[config.mk]
export PLATFORM = sky130hd
export DESIGN_NAME = mpf_vtp_pt_host_bridge
export DESIGN_NICKNAME = d
export VERILOG_FILES = /design/src/rtl/mpf_vtp_pt_host_bridge.sv
export SDC_FILE = /design/constraint.sdc
export NUM_CORES = 2
export LEC_CHECK = 0
export BUFFER_PORTS_ARGS = -buffer_cell sky130_fd_sc_hd__clkbuf_2
export CORE_AREA = 4 4 517 519
export CTS_BUF_LIST = sky130_fd_sc_hd__clkbuf_8
export DETAILED_ROUTE_END_ITERATION = 12
export DIE_AREA = 0 0 521 523
export GPL_TIMING_DRIVEN = 0
export PLACE_DENSITY = 0.73
export REMOVE_ABC_BUFFERS = 1
export SLEW_MARGIN = 25
export SYNTH_ARGS = -nofsm -noshare
export SYNTH_HDL_FRONTEND = slang
export SYNTH_SLANG_ARGS = --single-unit
[constraint.sdc]
create_clock -name clk -period 51.1 [get_ports clk]
set_input_delay 5.11 -clock clk [delete_from_list [all_inputs] [get_ports clk]]
set_output_delay 5.11 -clock clk [all_outputs]
set_load 0.005 [all_outputs]
[src/rtl/mpf_vtp_pt_host_bridge.sv]
// VTP page-table host bridge: walker reads and writes go to a tagged host channel.
// Reads return in request order through a small reorder buffer and wait behind unacked writes.
module mpf_vtp_pt_host_bridge #(
    parameter int N_OUTSTANDING = 4,
    parameter int ADDR_WIDTH    = 42,
    parameter int DATA_WIDTH    = 512,
    parameter int WR_DATA_WIDTH = 64,
    localparam int TW = $clog2(N_OUTSTANDING),
    localparam int CW = TW + 1
) (
    input  logic                     clk,
    input  logic                     reset,
    input  logic                     pt_rd_en,
    input  logic [ADDR_WIDTH-1:0]    pt_rd_addr,
    output logic                     pt_rd_not_full,
    output logic                     pt_rd_data_valid,
    output logic [DATA_WIDTH-1:0]    pt_rd_data,
    input  logic                     pt_wr_en,
    input  logic [ADDR_WIDTH-1:0]    pt_wr_addr,
    input  logic [WR_DATA_WIDTH-1:0] pt_wr_data,
    output logic                     pt_wr_not_full,
    output logic                     pt_wr_pending,
    output logic                     host_rd_valid,
    input  logic                     host_rd_ready,
    output logic [ADDR_WIDTH-1:0]    host_rd_addr,
    output logic [TW-1:0]            host_rd_tag,
    input  logic                     host_rsp_valid,
    input  logic [TW-1:0]            host_rsp_tag,
    input  logic [DATA_WIDTH-1:0]    host_rsp_data,
    output logic                     host_wr_valid,
    input  logic                     host_wr_ready,
    output logic [ADDR_WIDTH-1:0]    host_wr_addr,
    output logic [WR_DATA_WIDTH-1:0] host_wr_data,
    input  logic                     host_wr_ack,
    output logic                     err_bad_tag
);

    logic                     rd_v_q;
    logic [ADDR_WIDTH-1:0]    rd_addr_q;
    logic [TW-1:0]            rd_tag_q;
    logic [TW-1:0]            alloc_ptr_q;
    logic [TW-1:0]            dlv_ptr_q;
    logic [CW-1:0]            rd_inflight_q;
    logic [CW-1:0]            rd_inflight_d;
    logic [N_OUTSTANDING-1:0] slot_alloc_q;
    logic [N_OUTSTANDING-1:0] slot_fill_q;
    logic [DATA_WIDTH-1:0]    slot_data_q [N_OUTSTANDING];
    logic                     dv_q;
    logic [DATA_WIDTH-1:0]    rdata_q;
    logic                     wr_v_q;
    logic [ADDR_WIDTH-1:0]    wr_addr_q;
    logic [WR_DATA_WIDTH-1:0] wr_data_q;
    logic [CW-1:0]            wr_out_q;
    logic [CW-1:0]            wr_out_d;
    logic                     err_q;

    logic                  rd_accept;
    logic                  rd_issue;
    logic                  wr_accept;
    logic                  wr_issue;
    logic                  ack_ok;
    logic                  rsp_ok;
    logic                  bypass;
    logic                  deliver;
    logic [DATA_WIDTH-1:0] deliver_data;

    assign pt_rd_not_full = !rd_v_q &&
                            (rd_inflight_q < CW'(N_OUTSTANDING));
    assign pt_wr_not_full = !wr_v_q &&
                            (wr_out_q < CW'(N_OUTSTANDING));
    assign host_rd_valid  = rd_v_q && !wr_v_q && (wr_out_q == '0);
    assign host_rd_addr   = rd_addr_q;
    assign host_rd_tag    = rd_tag_q;
    assign host_wr_valid  = wr_v_q;
    assign host_wr_addr   = wr_addr_q;
    assign host_wr_data   = wr_data_q;
    assign pt_wr_pending  = wr_v_q || (wr_out_q != '0);
    assign pt_rd_data_valid = dv_q;
    assign pt_rd_data     = rdata_q;
    assign err_bad_tag    = err_q;

    assign rd_accept = pt_rd_en && pt_rd_not_full;
    assign rd_issue  = host_rd_valid && host_rd_ready;
    assign wr_accept = pt_wr_en && pt_wr_not_full;
    assign wr_issue  = wr_v_q && host_wr_ready;
    assign ack_ok    = host_wr_ack && (wr_out_q != '0);

    // A response to the head slot is forwarded straight to the output register.
    assign rsp_ok  = host_rsp_valid && slot_alloc_q[host_rsp_tag] &&
                     !slot_fill_q[host_rsp_tag];
    assign bypass  = rsp_ok && (host_rsp_tag == dlv_ptr_q);
    assign deliver = slot_fill_q[dlv_ptr_q] || bypass;
    assign deliver_data = slot_fill_q[dlv_ptr_q] ? slot_data_q[dlv_ptr_q]
                                                 : host_rsp_data;

    assign rd_inflight_d = rd_inflight_q + CW'(rd_accept) - CW'(deliver);
    assign wr_out_d      = wr_out_q + CW'(wr_issue) - CW'(ack_ok);

    always_ff @(posedge clk or posedge reset) begin
        if (reset) begin
            rd_v_q        <= 1'b0;
            rd_addr_q     <= '0;
            rd_tag_q      <= '0;
            alloc_ptr_q   <= '0;
            dlv_ptr_q     <= '0;
            rd_inflight_q <= '0;
            slot_alloc_q  <= '0;
            slot_fill_q   <= '0;
            dv_q          <= 1'b0;
            rdata_q       <= '0;
            wr_v_q        <= 1'b0;
            wr_addr_q     <= '0;
            wr_data_q     <= '0;
            wr_out_q      <= '0;
            err_q         <= 1'b0;
        end else begin
            if (rd_issue) begin
                rd_v_q <= 1'b0;
            end
            if (rd_accept) begin
                rd_v_q      <= 1'b1;
                rd_addr_q   <= pt_rd_addr;
                rd_tag_q    <= alloc_ptr_q;
                alloc_ptr_q <= alloc_ptr_q + TW'(1);
            end
            for (int i = 0; i < N_OUTSTANDING; i++) begin
                if (rd_accept && alloc_ptr_q == TW'(i)) begin
                    slot_alloc_q[i] <= 1'b1;
                    slot_fill_q[i]  <= 1'b0;
                end
                if (rsp_ok && !bypass && host_rsp_tag == TW'(i)) begin
                    slot_fill_q[i] <= 1'b1;
                end
                if (deliver && dlv_ptr_q == TW'(i)) begin
                    slot_alloc_q[i] <= 1'b0;
                    slot_fill_q[i]  <= 1'b0;
                end
            end
            dv_q <= deliver;
            if (deliver) begin
                rdata_q   <= deliver_data;
                dlv_ptr_q <= dlv_ptr_q + TW'(1);
            end
            rd_inflight_q <= rd_inflight_d;
            if (wr_issue) begin
                wr_v_q <= 1'b0;
            end
            if (wr_accept) begin
                wr_v_q    <= 1'b1;
                wr_addr_q <= pt_wr_addr;
                wr_data_q <= pt_wr_data;
            end
            wr_out_q <= wr_out_d;
            if ((host_rsp_valid && !rsp_ok) ||
                (host_wr_ack && wr_out_q == '0)) begin
                err_q <= 1'b1;
            end
        end
    end

    always_ff @(posedge clk) begin
        for (int i = 0; i < N_OUTSTANDING; i++) begin
            if (rsp_ok && !bypass && host_rsp_tag == TW'(i)) begin
                slot_data_q[i] <= host_rsp_data;
            end
        end
    end

endmodule
==> results.md <==
- Post-Route Setup TNS: 0 ns
- Area delta synth->final: 22.2%
- Inst Count DP: 9738
- Final GP Congestion: 0.911
- Routed WL: 287000 um
- Run status: finished clean
- Global-route wire length before repair: 412000 um
- Final setup violating endpoints: 0
- Share of cells above drive strength 1: 57.1%
- Relative slew margins: 37.4%
- # Post-CTS Setup Buffers: 0
- RSZ-0062 raised after global routing: false
- H-Tree Depth: 5
- Max Cap Violations: 0
- Routed vias/inst: 5.23
- Worst skew pair latency: 1.08 ns
- Mapped Cells: 4756
- Post-Synthesis Cell Area: 105000 um^2
- Syn Area/Cell: 22.1 um^2
- Final worst-path cycle share: 18.5%
- Die ar.: 272000 um^2
- Initial DRC count: 4123
- Clock Pin Slew Worst Setup and Hold Paths: 0.06 ns
- Port Buffer Count: 1338
- Crit path DAT: 10.16 ns
- Clk sinks: 2732
- Crit-path max cell delay: 0.40 ns
- Clk_skew: 0.0694 ns
- Initial antenna violation count: 121
- Row count: 188
- Setup CP Type: primary input to flip-flop
- Seq/Total Area, Yosys: 74.6%
- Utilization after layout: 49.1%
- Crit-path max FO: 7
- Grt ovf: 0
- Leakage: 0.0478 uW
- #FFs+latches synth: 2732
- Maximum vdd drop: 0.0000394 V
- Worst setup SP type: primary input
- Clk Tree Root Cell: clkbuf_8
- CTS Buf Count: 436
- Cell mode on critical path: buf_2
- Worst Tran Pin Value: 0.935 ns
- Initial Util: 40.2%
- DR vias: 55600
- CTS tree: built
- Antenna Nets Post-Route: 0
- Power Density: 58.6 nW/um^2
- Remaining DRCs: 0
- Post_cts resized: 0
- Die width: 521 um
- I/O Pins: 1339
- Post-cts hold buffer count: 0
- Vias in the first global route: 59500
- Crit path max-delay family: buffers and inverters
- Final Max Tran Viols: 0
- Gr usage total: 20.5%
- Avg WL per Cell: 26.9 um
- Synth warnings: 0
- Largest net degree at the start of global routing: 90
- Cell Chain, Critical Path: clkbuf_2 > xor2_1 > o2111ai_1 > nor4_2 > buf_2 > buf_2 > buf_4 > buf_4 > buf_2 > buf_4 > buf_2 > buf_2 > buf_2 > buf_2 > buf_4 > buf_2 > buf_2 > buf_2 > buf_2 > buf_2 > buf_4 > buf_2
- Yosys cell types: 37
- Max frequency: 0.106 GHz
- Core area: 262000 um^2
- Chip Height: 523 um
- Crit end category: flip-flop
- Post-layout min period: 9.45 ns
- Max stage delay cell, worst path: nor4_2
- Hold/Removal Path Class: flip-flop to flip-flop
- Nets: 7344
- Critical path data required time: 51.81 ns
- Final hold violation count: 0
- Post-DP HPWL: 207000 um
- Cell Count, Final, Fillers Out: 10600
- Pre-antenna DRT Iters: 5
- Buf/Inv on CP: 19
- Max Buffers Root-to-Sink: 4
[worst reg2reg max path, stage by stage (launching register included)]
cell and delay (ns):
dfrtp_4 0.77, buf_16 0.32, xor2_1 0.40, o2111ai_1 0.22
nor4_2 0.40, buf_2 0.28, buf_2 0.21, buf_4 0.19
buf_4 0.17, buf_2 0.19, buf_4 0.18, buf_2 0.21
buf_2 0.24, buf_2 0.24, buf_2 0.23, buf_4 0.19
buf_2 0.22, buf_2 0.24, buf_2 0.21, buf_2 0.23
buf_2 0.24, buf_4 0.19, buf_2 0.22
[flip-flops by register name, indices dropped and copies added, names as in the netlist, 3 cells and up]
register,flops
host_rd_addr,42
host_wr_addr,42
host_wr_data,64
pt_rd_data,512
rd_inflight_q,3
slot_alloc_q,4
slot_data_q,2048
slot_fill_q,4
wr_out_q,3
[final timing paths]
| check | depth (start not counted) | to | startpoint | slack [ns] |
|---|---|---|---|---|
| worst max-delay path | 22 | slot_data_q[2][168] | host_rsp_tag[1] | 41.65 |
| worst min register to register | 1 | rd_inflight_q[0] | rd_inflight_q[0] | 0.49 |
| min in group asynchronous | 2 | pt_rd_data[29] | reset | 4.10 |
| worst min-delay path | 1 | rd_inflight_q[0] | rd_inflight_q[0] | 0.49 |
| worst max register to register | 22 | slot_data_q[2][168] | dlv_ptr_q[1] | 44.79 |
| max in group asynchronous | 7 | pt_rd_data[183] | reset | 44.46 |
[layer usage]
layer | up-vias | share of wire [%] | GRT usage, %
met5 | - | 0.15 | 0
li1 | 23400 | - | -
met2 | 2169 | 48 | 32.8
met4 | 64 | 6.8 | 12.2
met1 | 29300 | 36 | 24.0
met3 | 646 | 8.8 | 6.99
[power by group]
part	switching (uW)	internal, uW
clock	875	999
combinational	1280	1440
sequential	184	2760
[cells in the mapped netlist]
cell type,n,area share (%)
edfxtp_1,2048,58
mux2_2,1175,13
dfrtp_1,684,16
mux4_2,513,11
buf_2,130,0.62
clkbuf_1,71,0.25
buf_4,40,0.29
inv_1,14,0.050
ha_1,11,0.13
a21oi_1,9,0.043
nand2_1,8,0.029
xnor2_1,7,0.058
buf_6,5,0.053
a21boi_0,4,0.029
a2bb2oi_1,4,0.033
and2_1,3,0.018
nor2b_1,3,0.018
buf_1,2,0.0071
fa_1,2,0.038
nor2_1,2,0.0071
nor3b_1,2,0.014
nor4_1,2,0.012
o21ai_0,2,0.0095
xor2_1,2,0.017
a211oi_1,1,0.0071
a21o_1,1,0.0071
and3_1,1,0.0059
and3b_1,1,0.0083
and4b_1,1,0.0095
inv_2,1,0.0036
nand2b_1,1,0.0059
nor3_1,1,0.0047
o2111ai_1,1,0.0083
o211a_1,1,0.0095
o311ai_1,1,0.0083
o41ai_2,1,0.015
or3b_1,1,0.0083
[final cells by class]
type	instances	area [um^2]
clock buffers	526	7240
clock inverters	294	1710
fillers	21200	133000
flip-flops and latches	2732	78600
repair buffers	1715	11100
multi-input cells	1761	25400
diodes	82	205
inverters	15	63.8
well taps	3515	4400
[layout by cell type (no fill, tap or decap), types with 8 or more instances in the layout]
cell type,n
diode_2,82
a21oi_1,9
buf_2,91
bufinv_16,12
clkinv_2,43
mux4_2,512
inv_1,194
buf_6,35
nand2_1,8
buf_16,60
clkinv_1,33
buf_12,34
clkbuf_2,1338
edfxtp_1,2048
dfrtp_1,682
clkbuf_8,526
mux2_2,1175
ha_1,11
buf_4,157
[cell families after synthesis]
family                   share of synthesized area (%)
AO/OA/AOI/OAI                                    0.170
XOR/XNOR                                        0.0748
AND/OR/NAND/NOR                                  0.140
multiplexers                                      23.5
flip-flops                                        74.6
buffers and inverters                             1.27
adder cells (fa/ha/maj)                          0.169
[through the flow]
| stage | setup slack, ns | hold slack [ns] | cell area, um^2 | total power [uW] |
|---|---|---|---|---|
| after floorplan | -17.92 | 0.456 | 104000 | 5970 |
| after global placement | -72.25 | 0.473 | 115000 | 8490 |
| after detailed placement | 40.64 | 0.480 | 120000 | 5740 |
| after CTS | 41.79 | 0.495 | 128000 | 7640 |
| after global routing | 41.51 | 0.512 | 129000 | 7900 |
| final | 41.65 | 0.494 | 129000 | 7540 |
No activity file was read; power rests on OpenSTA's default activity.
